### src/rtl/fetch_seq_pkg.sv
// -----------------------------------------------------------------------------
// fetch_seq_pkg
// Shared types and constants for the fetch sequencer:
//   op_e     - decoded LOAD/STORE opcodes (values 5..7 are illegal)
//   state_e  - sequencer FSM states
//   PE_NUM   - number of processing elements fed by Data_Fetch
//   MASK_*   - PE_LOAD_EN masks for whole-array, row and column loads
// -----------------------------------------------------------------------------
package fetch_seq_pkg;

    localparam int PE_NUM = 4;

    typedef enum logic [2:0] {
        OP_LOAD_ALL = 3'd0,
        OP_LOAD_ONE = 3'd1,
        OP_LOAD_ROW = 3'd2,
        OP_LOAD_COL = 3'd3,
        OP_STORE    = 3'd4
    } op_e;

    typedef enum logic [2:0] {
        ST_IDLE,
        ST_CLEAR,
        ST_RUN,
        ST_DRAIN,
        ST_DONE
    } state_e;

    localparam logic [PE_NUM-1:0] MASK_ALL  = 4'b1111;
    localparam logic [PE_NUM-1:0] MASK_ROW0 = 4'b0011;
    localparam logic [PE_NUM-1:0] MASK_ROW1 = 4'b1100;
    localparam logic [PE_NUM-1:0] MASK_COL0 = 4'b0101;
    localparam logic [PE_NUM-1:0] MASK_COL1 = 4'b1010;

    function automatic logic op_is_legal(input logic [2:0] op);
        return op <= 3'(OP_STORE);
    endfunction

endpackage

### src/rtl/fetch_sequencer_if.sv
// -----------------------------------------------------------------------------
// Interfaces around the fetch sequencer.
//   fetch_instr_if : decoded-instruction handshake from the decoder
//                    (master = producer, slave = fetch_sequencer)
//   fetch_df_if    : control bundle to/from Data_Fetch
//                    (master = fetch_sequencer, slave = Data_Fetch)
// -----------------------------------------------------------------------------
interface fetch_instr_if;
    logic       INSTR_VALID;
    logic       INSTR_READY;
    logic [2:0] INSTR_OP;
    logic [1:0] INSTR_DIMEN;
    logic [3:0] INSTR_ADDR;
    logic [1:0] INSTR_PE;

    modport master (output INSTR_VALID, INSTR_OP, INSTR_DIMEN, INSTR_ADDR, INSTR_PE,
                    input  INSTR_READY);
    modport slave  (input  INSTR_VALID, INSTR_OP, INSTR_DIMEN, INSTR_ADDR, INSTR_PE,
                    output INSTR_READY);
endinterface

interface fetch_df_if;
    logic [1:0] DIMEN;
    logic [3:0] ADDRESS;
    logic       ADDR_RST;
    logic       ADDR_START;
    logic [1:0] PE_SEL;
    logic       PE_SEL_2x2;
    logic       PE_SEL_4;
    logic       WRADDR_START;
    logic       FETCH_DONE;
    logic       STORE_DONE;

    modport master (output DIMEN, ADDRESS, ADDR_RST, ADDR_START, PE_SEL, PE_SEL_2x2,
                           PE_SEL_4, WRADDR_START,
                    input  FETCH_DONE, STORE_DONE);
    modport slave  (input  DIMEN, ADDRESS, ADDR_RST, ADDR_START, PE_SEL, PE_SEL_2x2,
                           PE_SEL_4, WRADDR_START,
                    output FETCH_DONE, STORE_DONE);
endinterface

### src/rtl/fetch_lat_pipe.sv
// -----------------------------------------------------------------------------
// fetch_lat_pipe
// DEPTH-stage 1-bit shift register; dout is din delayed DEPTH cycles.
// Ports: CLK, RSTN (async active-low clear), din, dout.
// -----------------------------------------------------------------------------
module fetch_lat_pipe #(
    parameter int DEPTH = 1
) (
    input  logic CLK,
    input  logic RSTN,
    input  logic din,
    output logic dout
);

    logic [DEPTH-1:0] sr_q;
    logic [DEPTH-1:0] sr_d;
    logic [DEPTH:0]   chain;

    // Appending din below the register lets one slice cover DEPTH == 1 too.
    always_comb begin
        chain = {sr_q, din};
        sr_d  = chain[DEPTH-1:0];
    end

    // NOTE: sequential state uses non-blocking assignments so every flop samples pre-edge values.
    always_ff @(posedge CLK or negedge RSTN) begin
        if (!RSTN) sr_q <= '0;
        else       sr_q <= sr_d;
    end

    assign dout = sr_q[DEPTH-1];

endmodule

### src/rtl/fetch_sequencer.sv
// -----------------------------------------------------------------------------
// fetch_sequencer
// Control stage ahead of Data_Fetch. Accepts one LOAD/STORE instruction,
// sequences ADDR_RST / ADDR_START (or WRADDR_START) until Data_Fetch reports
// completion, produces per-PE capture strobes aligned to BRAM read latency and
// pulses DONE, or ERR on an illegal opcode or watchdog expiry.
// Ports:
//   CLK, RSTN      clock, async active-low reset
//   instr          instruction handshake (slave)
//   df             Data_Fetch control bundle (master)
//   PE_LOAD_EN     per-PE capture strobes
//   BUSY           high whenever not IDLE
//   DONE / ERR     one-cycle completion / error pulses
// -----------------------------------------------------------------------------
module fetch_sequencer
    import fetch_seq_pkg::*;
#(
    parameter int READ_LAT = 1,
    parameter int WDOG_MAX = 32
) (
    input  logic                CLK,
    input  logic                RSTN,
    fetch_instr_if.slave        instr,
    fetch_df_if.master          df,
    output logic [PE_NUM-1:0]   PE_LOAD_EN,
    output logic                BUSY,
    output logic                DONE,
    output logic                ERR
);

    localparam int             WW         = $clog2(WDOG_MAX + 1);
    localparam logic [WW-1:0]  WDOG_LAST  = WW'(WDOG_MAX - 1);
    localparam logic [1:0]     DRAIN_LAST = 2'(READ_LAT - 1);

    state_e      state_q, state_d;
    logic [2:0]  op_q,    op_d;
    logic [1:0]  dimen_q, dimen_d;
    logic [3:0]  addr_q,  addr_d;
    logic [1:0]  pe_q,    pe_d;
    logic [WW-1:0] wdog_q, wdog_d;
    logic [1:0]  drain_q, drain_d;
    logic        err_q,   err_d;

    logic        addr_start;
    logic        wraddr_start;
    logic        issue_dly;
    logic [PE_NUM-1:0] mask;
    logic        is_store;
    logic        xfer_done;

    assign is_store  = (op_q == OP_STORE);
    // Completion flags are only looked at in RUN; in CLEAR they may still reflect the previous op.
    assign xfer_done = is_store ? df.STORE_DONE : df.FETCH_DONE;

    // NOTE: every always_comb output gets a default first so no path can infer a latch.
    always_comb begin
        state_d      = state_q;
        op_d         = op_q;
        dimen_d      = dimen_q;
        addr_d       = addr_q;
        pe_d         = pe_q;
        wdog_d       = wdog_q;
        drain_d      = drain_q;
        err_d        = 1'b0;
        addr_start   = 1'b0;
        wraddr_start = 1'b0;

        case (state_q)
            ST_IDLE: begin
                if (instr.INSTR_VALID) begin
                    op_d    = instr.INSTR_OP;
                    dimen_d = instr.INSTR_DIMEN;
                    addr_d  = instr.INSTR_ADDR;
                    pe_d    = instr.INSTR_PE;
                    if (op_is_legal(instr.INSTR_OP)) state_d = ST_CLEAR;
                    else                             err_d   = 1'b1;
                end
            end
            ST_CLEAR: begin
                wdog_d  = '0;
                state_d = ST_RUN;
            end
            ST_RUN: begin
                wraddr_start = is_store;
                addr_start   = !is_store;
                // The word issued in the done cycle still counts, so completion wins over the watchdog.
                if (xfer_done) begin
                    drain_d = DRAIN_LAST;
                    state_d = is_store ? ST_DONE : ST_DRAIN;
                end else if (wdog_q == WDOG_LAST) begin
                    err_d   = 1'b1;
                    state_d = ST_IDLE;
                end else begin
                    wdog_d = wdog_q + 1'b1;
                end
            end
            ST_DRAIN: begin
                if (drain_q == 2'd0) state_d = ST_DONE;
                else                 drain_d = drain_q - 1'b1;
            end
            ST_DONE:  state_d = ST_IDLE;
            default:  state_d = ST_IDLE;
        endcase
    end

    // Select decode from the registered instruction; stable for the whole op.
    always_comb begin
        df.PE_SEL     = 2'd0;
        df.PE_SEL_2x2 = 1'b0;
        df.PE_SEL_4   = 1'b0;
        mask          = '0;
        case (op_q)
            OP_LOAD_ALL: mask = MASK_ALL;
            OP_LOAD_ONE: begin
                df.PE_SEL                    = 2'd1;
                {df.PE_SEL_4, df.PE_SEL_2x2} = pe_q;
                mask                         = 4'b0001 << pe_q;
            end
            OP_LOAD_ROW: begin
                df.PE_SEL     = 2'd2;
                df.PE_SEL_2x2 = ~pe_q[0];
                mask          = pe_q[0] ? MASK_ROW1 : MASK_ROW0;
            end
            OP_LOAD_COL: begin
                df.PE_SEL     = 2'd3;
                df.PE_SEL_2x2 = ~pe_q[0];
                mask          = pe_q[0] ? MASK_COL1 : MASK_COL0;
            end
            OP_STORE:    df.PE_SEL = pe_q;
            default:     mask = '0;
        endcase
    end

    // NOTE: async reset clears control state and the captured fields; there is no memory array here to leave unreset.
    always_ff @(posedge CLK or negedge RSTN) begin
        if (!RSTN) begin
            state_q <= ST_IDLE;
            op_q    <= 3'd0;
            dimen_q <= 2'd0;
            addr_q  <= 4'd0;
            pe_q    <= 2'd0;
            wdog_q  <= '0;
            drain_q <= 2'd0;
            err_q   <= 1'b0;
        end else begin
            state_q <= state_d;
            op_q    <= op_d;
            dimen_q <= dimen_d;
            addr_q  <= addr_d;
            pe_q    <= pe_d;
            wdog_q  <= wdog_d;
            drain_q <= drain_d;
            err_q   <= err_d;
        end
    end

    // Issue bit delayed by the BRAM read latency marks when PE_DIN is valid.
    fetch_lat_pipe #(.DEPTH(READ_LAT)) u_lat_pipe (
        .CLK  (CLK),
        .RSTN (RSTN),
        .din  (addr_start),
        .dout (issue_dly)
    );

    assign PE_LOAD_EN        = mask & {PE_NUM{issue_dly}};
    assign df.DIMEN          = dimen_q;
    assign df.ADDRESS        = addr_q;
    assign df.ADDR_RST       = (state_q == ST_CLEAR);
    assign df.ADDR_START     = addr_start;
    assign df.WRADDR_START   = wraddr_start;
    assign instr.INSTR_READY = (state_q == ST_IDLE);
    assign BUSY              = (state_q != ST_IDLE);
    assign DONE              = (state_q == ST_DONE);
    assign ERR               = err_q;

endmodule

### src/flat_wrapper.sv
// flat-port wrapper written by rule: the top's interface ports become plain ports
module fetch_sequencer_flat import fetch_seq_pkg::*;
#(
    parameter int READ_LAT = 1,
    parameter int WDOG_MAX = 32
)
  (CLK, RSTN, PE_LOAD_EN, BUSY, DONE, ERR, instr_INSTR_VALID, instr_INSTR_OP, instr_INSTR_DIMEN, instr_INSTR_ADDR, instr_INSTR_PE, instr_INSTR_READY, df_DIMEN, df_ADDRESS, df_ADDR_RST, df_ADDR_START, df_PE_SEL, df_PE_SEL_2x2, df_PE_SEL_4, df_WRADDR_START, df_FETCH_DONE, df_STORE_DONE);
  fetch_instr_if instr_i ();
  fetch_df_if df_i ();
  input  logic CLK;
  input  logic RSTN;
  output logic [PE_NUM-1:0] PE_LOAD_EN;
  output logic BUSY;
  output logic DONE;
  output logic ERR;
  input wire logic [$bits(instr_i.INSTR_VALID)-1:0] instr_INSTR_VALID;
  input wire logic [$bits(instr_i.INSTR_OP)-1:0] instr_INSTR_OP;
  input wire logic [$bits(instr_i.INSTR_DIMEN)-1:0] instr_INSTR_DIMEN;
  input wire logic [$bits(instr_i.INSTR_ADDR)-1:0] instr_INSTR_ADDR;
  input wire logic [$bits(instr_i.INSTR_PE)-1:0] instr_INSTR_PE;
  output wire logic [$bits(instr_i.INSTR_READY)-1:0] instr_INSTR_READY;
  output wire logic [$bits(df_i.DIMEN)-1:0] df_DIMEN;
  output wire logic [$bits(df_i.ADDRESS)-1:0] df_ADDRESS;
  output wire logic [$bits(df_i.ADDR_RST)-1:0] df_ADDR_RST;
  output wire logic [$bits(df_i.ADDR_START)-1:0] df_ADDR_START;
  output wire logic [$bits(df_i.PE_SEL)-1:0] df_PE_SEL;
  output wire logic [$bits(df_i.PE_SEL_2x2)-1:0] df_PE_SEL_2x2;
  output wire logic [$bits(df_i.PE_SEL_4)-1:0] df_PE_SEL_4;
  output wire logic [$bits(df_i.WRADDR_START)-1:0] df_WRADDR_START;
  input wire logic [$bits(df_i.FETCH_DONE)-1:0] df_FETCH_DONE;
  input wire logic [$bits(df_i.STORE_DONE)-1:0] df_STORE_DONE;
  assign instr_i.INSTR_VALID = instr_INSTR_VALID;
  assign instr_i.INSTR_OP = instr_INSTR_OP;
  assign instr_i.INSTR_DIMEN = instr_INSTR_DIMEN;
  assign instr_i.INSTR_ADDR = instr_INSTR_ADDR;
  assign instr_i.INSTR_PE = instr_INSTR_PE;
  assign instr_INSTR_READY = instr_i.INSTR_READY;
  assign df_DIMEN = df_i.DIMEN;
  assign df_ADDRESS = df_i.ADDRESS;
  assign df_ADDR_RST = df_i.ADDR_RST;
  assign df_ADDR_START = df_i.ADDR_START;
  assign df_PE_SEL = df_i.PE_SEL;
  assign df_PE_SEL_2x2 = df_i.PE_SEL_2x2;
  assign df_PE_SEL_4 = df_i.PE_SEL_4;
  assign df_WRADDR_START = df_i.WRADDR_START;
  assign df_i.FETCH_DONE = df_FETCH_DONE;
  assign df_i.STORE_DONE = df_STORE_DONE;
  fetch_sequencer #(.READ_LAT(READ_LAT), .WDOG_MAX(WDOG_MAX)) u_core (.CLK(CLK), .RSTN(RSTN), .instr(instr_i), .df(df_i), .PE_LOAD_EN(PE_LOAD_EN), .BUSY(BUSY), .DONE(DONE), .ERR(ERR));
endmodule
### config.mk
export PLATFORM = sky130hd
export DESIGN_NAME = fetch_sequencer_flat
export DESIGN_NICKNAME = d
export VERILOG_FILES = /design/src/rtl/fetch_seq_pkg.sv /design/src/rtl/fetch_sequencer_if.sv /design/src/rtl/fetch_lat_pipe.sv /design/src/rtl/fetch_sequencer.sv /design/src/flat_wrapper.sv
export SDC_FILE = /design/constraint.sdc
export NUM_CORES = 1
export LEC_CHECK = 0
export CAP_MARGIN = 20
export CORE_AREA = 2 2 59 61
export CTS_CLUSTER_DIAMETER = 200
export CTS_CLUSTER_SIZE = 28
export DETAILED_ROUTE_END_ITERATION = 16
export DIE_AREA = 0 0 61 63
export MAX_ROUTING_LAYER = met4
export PLACE_DENSITY_LB_ADDON = 0.1
export SYNTH_ARGS = -nofsm -noshare
export SYNTH_HDL_FRONTEND = slang
export SYNTH_SLANG_ARGS = --single-unit
### constraint.sdc
create_clock -name CLK -period 1.8 [get_ports CLK]
set_input_delay 0.18 -clock CLK [delete_from_list [all_inputs] [get_ports CLK]]
set_output_delay 0.18 -clock CLK [all_outputs]
set_load 0.05 [all_outputs]
==> reports/qor.yml, run 1 <==
worst_setup_path:
  worstPathRequired_ps: 2060
  start_kind: "flip-flop"
  endpoint_kind: "flip-flop"
  cp_max_fo: 4
  ff2ff_setup_slack_ps: 4
  critPathKind: "flip-flop to flip-flop"
  cp.arrival_ps: 2050
power_and_ir_drop:
  p_switching_w: 0.00200
  p_leak_nw: 0.917
  p_seq_frac: 0.211
  netSwitchingFraction: 0.468
  intPower_w: 0.00227
  combPwrFrac: 0.723
  power_density_mw_per_mm2: 1980
  p_total_w: 0.00426
  clock_power_share: 0.066
  ir_drop_v: 0.00116
yosys:
  synth_top_area_cell: "dfrtp_1"
  synth_area_leaders: "dfrtp_1 46%, mux2_2 7.0%, o21ai_0 5.4%"
  syn-num-nets: 156
  synth_flop_cell: "dfrtp_1"
  yosys_register_bits: 24
  async_reset_ff_frac: 1.00
  yosysSeqAreaShare: 0.464
  synthCells: 138
  synth_edf_count: 0
  netlist_area_sq_mm: 0.00129
  syn-mean-instance-area_sq_um: 9.37
  yosys_warnings: 0
  synth_cell_type_count: 36
  yosysTopAreaCellShare: 0.464
global_route:
  grt_pass1_vias: 1097
  overflow: 0
  antenna_found_initial: 0
  met3_usage: 0.0393
  gr-usage-met2: 0.278
  top_usage_layer: "met2"
  grt_max_degree: 25
  grt_util_all_layers: 0.184
  met1_usage: 0.249
  grt_pass1_wl_um: 5180
placement:
  place.detailed.hpwl_um: 2370
  place.port_buffers: 36
  globalplace.congestion: 0.816
  pre_cts_slack_ps: 6.92
  dpl_cell_area_sq_mm: 0.00194
clock_tree:
  cts_tree: "built"
  cts_hold_buf: 0
  clock_path_buffers: 2
  numCtsBuffers: 3
  cts_root_buf: "clkbuf_4"
  cts.htree.levels: 1
  clkLatencyLatePin_ps: 310
  cts.sinks: 24
  clk_pin_slew_ps: 130
die:
  core_region_area_sq_mm: 0.00323
  dieArea_sq_mm: 0.00384
  initial_core_util: 0.400
  die_h_um: 63
  row_count: 21
  pin_count: 37
  die_x_um: 61
run:
  drv_cap: 0
outcome:
  status: "finished clean"
finish:
  final_cell_mix: "22 x clkdlybuf4s50_1, 21 x buf_4, 21 x dfrtp_1, 12 x nand2_1, 12 x buf_12"
  fin_nets: 213
  drive_gt1_frac: 0.376
  final_common_cell: "clkdlybuf4s50_1"
  area_growth_pct: 66.3
  fin_area_sq_mm: 0.00215
  fillers: 271
  finalCoreUtilization: 0.666
  antenna-diode-count: 0
detailed_routing:
  num_vias: 1184
  avgRoutedWirePerCell_um: 13.5
  drc: 0
  via_per_inst: 4.93
  drt-initial-drc-count: 58
  firstDrtPassIters: 4
  routed_wl_um: 3240
  antenna_left: 0
sta:
  slew_headroom: 0.668
  post-route-period-util: 0.998
  finalMaxSlewViolations: 0
  tightestPinTransition_ps: 497
  finalClockSkew_ps: 7.18
  hold_violations: 0
  setup_viol: 0
  fin_crit_ps: 1800
  worst_slack_ps: 3.94
  fmax_ghz: 0.557
  rsz0062_at_grt: "yes"
  holdWs_ps: 214
hold_path:
  hp-class: "primary input to async pin"
area by class of cell:
cell class              instances  area [sq um]  share of cell area
multi-input cells              96           731               0.340
repair buffers                 59           677               0.315
flip-flops and latches         24           604               0.281
well taps                      46          57.6              0.0267
inverters                      11          46.3              0.0215
clock buffers                   4          36.3              0.0169
repair_timing:
action | in CTS | in global routing
buffers inserted | 3 | 9
endpoints found under the setup margin | 6 | 13
pin swaps | 3 | 5
resized for setup | 8 | 15
hold endpoints to repair | 0 | 0
cell families after synthesis:
group / count (synthesis) / synth area share
simple gates: 52 / 0.219
compound gates: 33 / 0.162
flops: 24 / 0.464
buf+inv: 18 / 0.0580
mux: 9 / 0.0774
fa+ha+maj: 2 / 0.0193
layer usage:
| metal | share of wire | wire, um |
|---|---|---|
| met5 | 0 | 0 |
| met4 | 0.0059 | 19 |
| met3 | 0.024 | 78 |
| met2 | 0.51 | 1660 |
| met1 | 0.46 | 1480 |
registers in the layout, indices dropped and copies added (netlist names):
signal,flops
u_core.ERR,1
u_core.drain_q,2
u_core.df.DIMEN,2
u_core.df.ADDRESS,4
u_core.op_q,3
u_core.u_lat_pipe.dout,1
u_core.state_q,3
u_core.pe_q,2
u_core.wdog_q,6
path summary, 6_finish.rpt:
kind	cells past startpoint	end	from
hold reg to reg	1	u_core.df.ADDRESS[2]$_DFFE_PN0P_	u_core.df.ADDRESS[2]$_DFFE_PN0P_
hold / removal	2	u_core.wdog_q[0]$_DFFE_PN0P_	RSTN
setup reg to reg	5	u_core.wdog_q[4]$_DFFE_PN0P_	u_core.op_q[0]$_DFFE_PN0P_
min in group CLK	3	u_core.pe_q[1]$_DFFE_PN0P_	instr_INSTR_PE[1]
setup / recovery	5	u_core.wdog_q[4]$_DFFE_PN0P_	u_core.op_q[0]$_DFFE_PN0P_
max in group asynchronous	2	u_core.state_q[2]$_DFFE_PN0P_	RSTN
critical path, cell delays in order, from the launching register on:
cell and delay [ps]:
dfrtp_1 400, or3b_4 440, a211oi_4 320, a21oi_2 120, or4_1 400, nand2_1 70
synth_stat cells, types with 2 or more instances:
| cell | count |
|---|---|
| a21oi_1 | 7 |
| a22o_1 | 2 |
| and2b_1 | 2 |
| clkbuf_1 | 6 |
| dfrtp_1 | 24 |
| ha_1 | 2 |
| inv_1 | 11 |
| mux2_2 | 8 |
| nand2_1 | 13 |
| nand2b_1 | 2 |
| nand3_1 | 8 |
| nand3b_1 | 3 |
| nor2_1 | 9 |
| nor3_1 | 2 |
| nor3b_1 | 2 |
| o21ai_0 | 14 |
| o31ai_1 | 2 |
| or3_1 | 3 |
stage by stage:
step           std cells  setup TNS [ps]
5_1_grt              240            -252
2_1_floorplan        138            -417
3_3_place_gp         224               0
3_5_place_dp         224               0
6_report             240               0
4_1_cts              231           -6.02
power groups by stage:
stage               logic (W)  clock network [W]  registers [W]
floorplan             0.00144                  0        0.00115
global placement      0.00270                  0       0.000875
detailed placement    0.00272                  0       0.000892
CTS                   0.00282           0.000294       0.000881
global route          0.00326           0.000326       0.000925
finish                0.00308           0.000281       0.000900
No activity file was read; power rests on OpenSTA's default activity.
==> inputs of run 2 (changes only) <==
--- a/config.mk
+++ b/config.mk
@@ -11,8 +11,10 @@
 export CTS_CLUSTER_SIZE = 28
 export DETAILED_ROUTE_END_ITERATION = 16
 export DIE_AREA = 0 0 61 63
+export GPL_ROUTABILITY_DRIVEN = 1
 export MAX_ROUTING_LAYER = met4
 export PLACE_DENSITY_LB_ADDON = 0.1
+export SKIP_LAST_GASP = 1
 export SYNTH_ARGS = -nofsm -noshare
 export SYNTH_HDL_FRONTEND = slang
 export SYNTH_SLANG_ARGS = --single-unit
==> reports/qor.yml, run 2 (same netlist as run 1, synthesis figures left out) <==
outcome:
  status: "finished clean"
detailed_routing:
  drc: 0
  antenna_left: 0
  firstDrtPassIters: 6
  num_vias: 1188
  via_per_inst: 4.95
  routed_wl_um: 3250
  avgRoutedWirePerCell_um: 13.5
  drt-initial-drc-count: 62
global_route:
  antenna_found_initial: 0
  grt_pass1_wl_um: 5180
  grt_pass1_vias: 1097
  grt_util_all_layers: 0.184
  overflow: 0
  grt_max_degree: 25
sta:
  fmax_ghz: 0.557
  hold_violations: 0
  fin_crit_ps: 1800
  post-route-period-util: 0.998
  setup_viol: 0
  finalMaxSlewViolations: 0
  rsz0062_at_grt: "yes"
  holdWs_ps: 213
  slew_headroom: 0.668
  tightestPinTransition_ps: 497
  finalClockSkew_ps: 6.89
worst_setup_path:
  crit_buf_inv: 0
  timing.rr.start: "u_core.op_q[0]$_DFFE_PN0P_"
  reg2reg_to: "u_core.wdog_q[4]$_DFFE_PN0P_"
  path_cells: "or3b_4 > a211oi_4 > a21oi_2 > or4_1 > nand2_1"
  worstRegToRegCells: 5
  cp_slowest_cell: "or3b_4"
  worstPathRequired_ps: 2060
  critPathKind: "flip-flop to flip-flop"
  endpoint_kind: "flip-flop"
  cp.arrival_ps: 2050
  critPathMaxStageDelay_ps: 440
  start_kind: "flip-flop"
  cp_max_fo: 4
  path_delay_family: "simple AND/OR/NAND/NOR gates"
  ff2ff_setup_slack_ps: 4
finish:
  area_growth_pct: 65.4
  fin_nets: 213
  finalCoreUtilization: 0.662
  drive_gt1_frac: 0.371
  final_cell_mix: "22 x clkdlybuf4s50_1, 21 x buf_4, 21 x dfrtp_1, 12 x nand2_1, 12 x buf_12"
  fillers: 277
  seqCellArea_sq_um: 604
  final_common_cell: "clkdlybuf4s50_1"
  fin_area_sq_mm: 0.00214
  multiInputGateArea_sq_um: 718
  regMostFlops: "u_core.wdog_q"
  largest_register_ffs: 6
  finalNonFillerCells: 240
  antenna-diode-count: 0
die:
  row_count: 21
  initial_core_util: 0.400
  die_x_um: 61
  die_h_um: 63
  pin_count: 37
  dieArea_sq_mm: 0.00384
  core_region_area_sq_mm: 0.00323
placement:
  place.port_buffers: 36
  globalplace.congestion: 0.816
  placedCellCount: 224
  place.detailed.hpwl_um: 2370
  dpl_cell_area_sq_mm: 0.00194
power_and_ir_drop:
  p_leak_nw: 0.916
  intPower_w: 0.00226
  combPwrFrac: 0.721
  p_switching_w: 0.00198
  clock_power_share: 0.066
  power_density_mw_per_mm2: 1980
  ir_drop_v: 0.00116
  p_seq_frac: 0.213
  p_total_w: 0.00424
  netSwitchingFraction: 0.466
clock_tree:
  cts.htree.levels: 1
  cts_root_buf: "clkbuf_4"
  clk_pin_slew_ps: 130
  clkLatencyLatePin_ps: 310
  numCtsBuffers: 3
  clock_path_buffers: 2
  cts.sinks: 24
  cts_hold_buf: 0
  cts_tree: "built"
hold_path:
  hp-class: "primary input to async pin"
run:
  drv_cap: 0
## run 2: power by group through the flow
stage	clock [W]	combinational (W)	sequential, W
6_report	0.000281	0.00305	0.000901
2_1_floorplan	0	0.00144	0.00115
4_1_cts	0.000294	0.00282	0.000881
3_5_place_dp	0	0.00272	0.000892
3_3_place_gp	0	0.00270	0.000875
5_1_grt	0.000326	0.00324	0.000925
## run 2: final cells by class
cell class                      count  area share
Clock buffer                        4      0.0170
Inverter                           11      0.0216
Multi-Input combinational cell     96       0.336
Sequential cell                    24       0.282
Tap cell                           46      0.0269
Timing Repair Buffer               59       0.316
## run 2: stage by stage
stage,worst slack [ps],setup TNS [ps]
after detailed placement,6.92,0
after global routing,-57.6,-282
after CTS,-6.02,-6.02
after floorplan,-143,-417
after global placement,54.3,0
final,3.98,0
## run 2: worst max path at each step
stage / end / from / depth (start not counted) / slack [ps]
2_1_floorplan: DONE / u_core.state_q[0]$_DFFE_PN0P_ / 2 / -140
3_3_place_gp: u_core.wdog_q[4]$_DFFE_PN0P_ / df_STORE_DONE / 6 / 50
3_5_place_dp: u_core.wdog_q[3]$_DFFE_PN0P_ / u_core.state_q[0]$_DFFE_PN0P_ / 6 / 7
4_1_cts: u_core.wdog_q[4]$_DFFE_PN0P_ / u_core.op_q[0]$_DFFE_PN0P_ / 5 / -6
5_1_grt: df_WRADDR_START / u_core.state_q[0]$_DFFE_PN0P_ / 4 / -60
6_report: u_core.wdog_q[4]$_DFFE_PN0P_ / u_core.op_q[0]$_DFFE_PN0P_ / 5 / 4
## run 2: layer usage
layer | track usage | vias to the layer above | part of all wire | routed length (um)
met5 | - | - | 0 | 0
met4 | 0.0489 | 0 | 0.0058 | 19
met3 | 0.0393 | 2 | 0.030 | 98
met2 | 0.278 | 25 | 0.52 | 1670
met1 | 0.249 | 565 | 0.45 | 1460
li1 | - | 596 | - | -
## run 2: what timing repair did
action | CTS | global route
buffers inserted | 3 | 9
endpoints found under the hold margin | 0 | 0
gates resized for setup | 8 | 13
endpoints found under the setup margin | 6 | 13
pin swaps | 3 | 5
==> inputs of run 3 (changes only) <==
--- a/config.mk
+++ b/config.mk
@@ -6,15 +6,17 @@
 export NUM_CORES = 1
 export LEC_CHECK = 0
 export CAP_MARGIN = 20
-export CORE_AREA = 2 2 59 61
+export CORE_AREA = 2 2 50 71
 export CTS_CLUSTER_DIAMETER = 200
 export CTS_CLUSTER_SIZE = 28
 export DETAILED_ROUTE_END_ITERATION = 16
-export DIE_AREA = 0 0 61 63
+export DIE_AREA = 0 0 52 73
 export GPL_ROUTABILITY_DRIVEN = 1
+export HOLD_SLACK_MARGIN = 0.03
 export MAX_ROUTING_LAYER = met4
 export PLACE_DENSITY_LB_ADDON = 0.1
 export SKIP_LAST_GASP = 1
 export SYNTH_ARGS = -nofsm -noshare
 export SYNTH_HDL_FRONTEND = slang
 export SYNTH_SLANG_ARGS = --single-unit
+export TNS_END_PERCENT = 50
==> reports/qor.yml, run 3 (same netlist as run 1, synthesis figures left out) <==
sta:
  setup_viol: 3
  slew_headroom: 0.664
  finalMaxSlewViolations: 0
  post-route-period-util: 1.03
  rsz0062_at_grt: "yes"
  fin_tns_setup_ps: -95.9
  fin_crit_ps: 1850
  hold_violations: 0
  tightestPinTransition_ps: 502
  fmax_ghz: 0.541
  worst_slack_ps: -47.2
  finalClockSkew_ps: 4.77
detailed_routing:
  drc: 0
  avgRoutedWirePerCell_um: 14.7
  firstDrtPassIters: 4
  num_vias: 1211
  drt-initial-drc-count: 29
  via_per_inst: 5.36
  routed_wl_um: 3320
  antenna_left: 0
outcome:
  status: "finished, violations left"
  violations: "setup timing"
global_route:
  grt_util_all_layers: 0.195
  grt_pass1_vias: 1221
  top_usage_layer: "met2"
  grt_pass1_wl_um: 5350
  antenna_found_initial: 0
  gr-usage-met2: 0.363
  overflow: 0
  grt_max_degree: 25
  met3_usage: 0.0266
  met1_usage: 0.203
finish:
  antenna-diode-count: 0
  finalCoreUtilization: 0.631
  fillers: 275
  multiInputGateArea_sq_um: 687
  regMostFlops: "u_core.wdog_q"
  fin_area_sq_mm: 0.00203
  drive_gt1_frac: 0.296
  seqCellArea_sq_um: 603
  largest_register_ffs: 6
  area_growth_pct: 57.3
  fin_nets: 206
  final_cell_mix: "22 x clkdlybuf4s50_1, 22 x dfrtp_1, 16 x buf_4"
placement:
  place.detailed.hpwl_um: 2550
  place.port_buffers: 36
  dpl_cell_area_sq_mm: 0.00194
  pre_cts_slack_ps: -22.0
  globalplace.congestion: 0.857
worst_setup_path:
  cp_max_fo: 6
  timing.rr.start: "u_core.op_q[1]$_DFFE_PN0P_"
  endpoint_kind: "primary output"
  reg2reg_to: "u_core.wdog_q[4]$_DFFE_PN0P_"
  start_kind: "flip-flop"
  cp.arrival_ps: 1670
  worstPathRequired_ps: 1620
  ff2ff_setup_slack_ps: -20
  critPathKind: "flip-flop to primary output"
  worstRegToRegCells: 5
die:
  row_count: 25
  pin_count: 37
  die_x_um: 52
  core_region_area_sq_mm: 0.00322
  initial_core_util: 0.402
  dieArea_sq_mm: 0.00380
  die_h_um: 73
clock_tree:
  clk_pin_slew_ps: 80
  cts.sinks: 24
  clkLatencyLatePin_ps: 270
  cts.htree.levels: 1
  cts_root_buf: "clkbuf_8"
  cts_tree: "built"
  clock_path_buffers: 2
  numCtsBuffers: 3
power_and_ir_drop:
  power_density_mw_per_mm2: 2000
  p_leak_nw: 0.871
  ir_drop_v: 0.00114
  p_total_w: 0.00407
hold_path:
  hp-class: "primary input to async pin"
run:
  drv_cap: 0
run 3: through the flow:
| stage | instances | hold slack, ps |
|---|---|---|
| 2_1_floorplan | 138 | -116 |
| 3_3_place_gp | 221 | 488 |
| 3_5_place_dp | 221 | 495 |
| 4_1_cts | 224 | 285 |
| 5_1_grt | 226 | 302 |
| 6_report | 226 | 267 |
run 3: critical path: stages, from the launching register on:
cell and delay, ps:
dfrtp_1 390, or3b_1 440, buf_4 190, nor2_1 200, buf_12 170
run 3: worst max-delay path by stage:
stage | from | endpoint | slack [ps] | cells after the start
4_1_cts | u_core.state_q[0]$_DFFE_PN0P_ | df_WRADDR_START | -30 | 4
3_5_place_dp | u_core.state_q[0]$_DFFE_PN0P_ | u_core.wdog_q[4]$_DFFE_PN0P_ | -20 | 5
3_3_place_gp | df_STORE_DONE | u_core.wdog_q[4]$_DFFE_PN0P_ | 50 | 6
5_1_grt | u_core.op_q[2]$_DFFE_PN0P_ | u_core.wdog_q[4]$_DFFE_PN0P_ | -90 | 5
2_1_floorplan | u_core.op_q[2]$_DFFE_PN0P_ | PE_LOAD_EN[1] | -380 | 3
6_report | u_core.state_q[0]$_DFFE_PN0P_ | df_WRADDR_START | -50 | 4
run 3: cell type report:
| cell class | instances | share of cell area |
|---|---|---|
| Inverter | 11 | 0.0203 |
| Timing Repair Buffer | 52 | 0.301 |
| Tap cell | 40 | 0.0246 |
| Sequential cell | 24 | 0.296 |
| Multi-Input combinational cell | 96 | 0.338 |
| Clock buffer | 3 | 0.0203 |
run 3: where the power goes:
part / internal (W) / switching, W / leakage (nW)
Clock: 0.000150 / 0.000170 / 0.0216
Combinational: 0.00126 / 0.00161 / 0.545
Sequential: 0.000737 / 0.000140 / 0.304
run 3: metal layers:
metal	vias up	part of all wire
li1	577	-
met1	604	0.37
met2	25	0.58
met3	5	0.036
met4	0	0.016
met5	-	0
run 3: repair_timing:
action	4_1_cts	5_1_grt
gates resized for setup	2	6
endpoints found under the setup margin	5	15
setup buffers	0	2
pin swaps	0	3
hold buffers	0	0
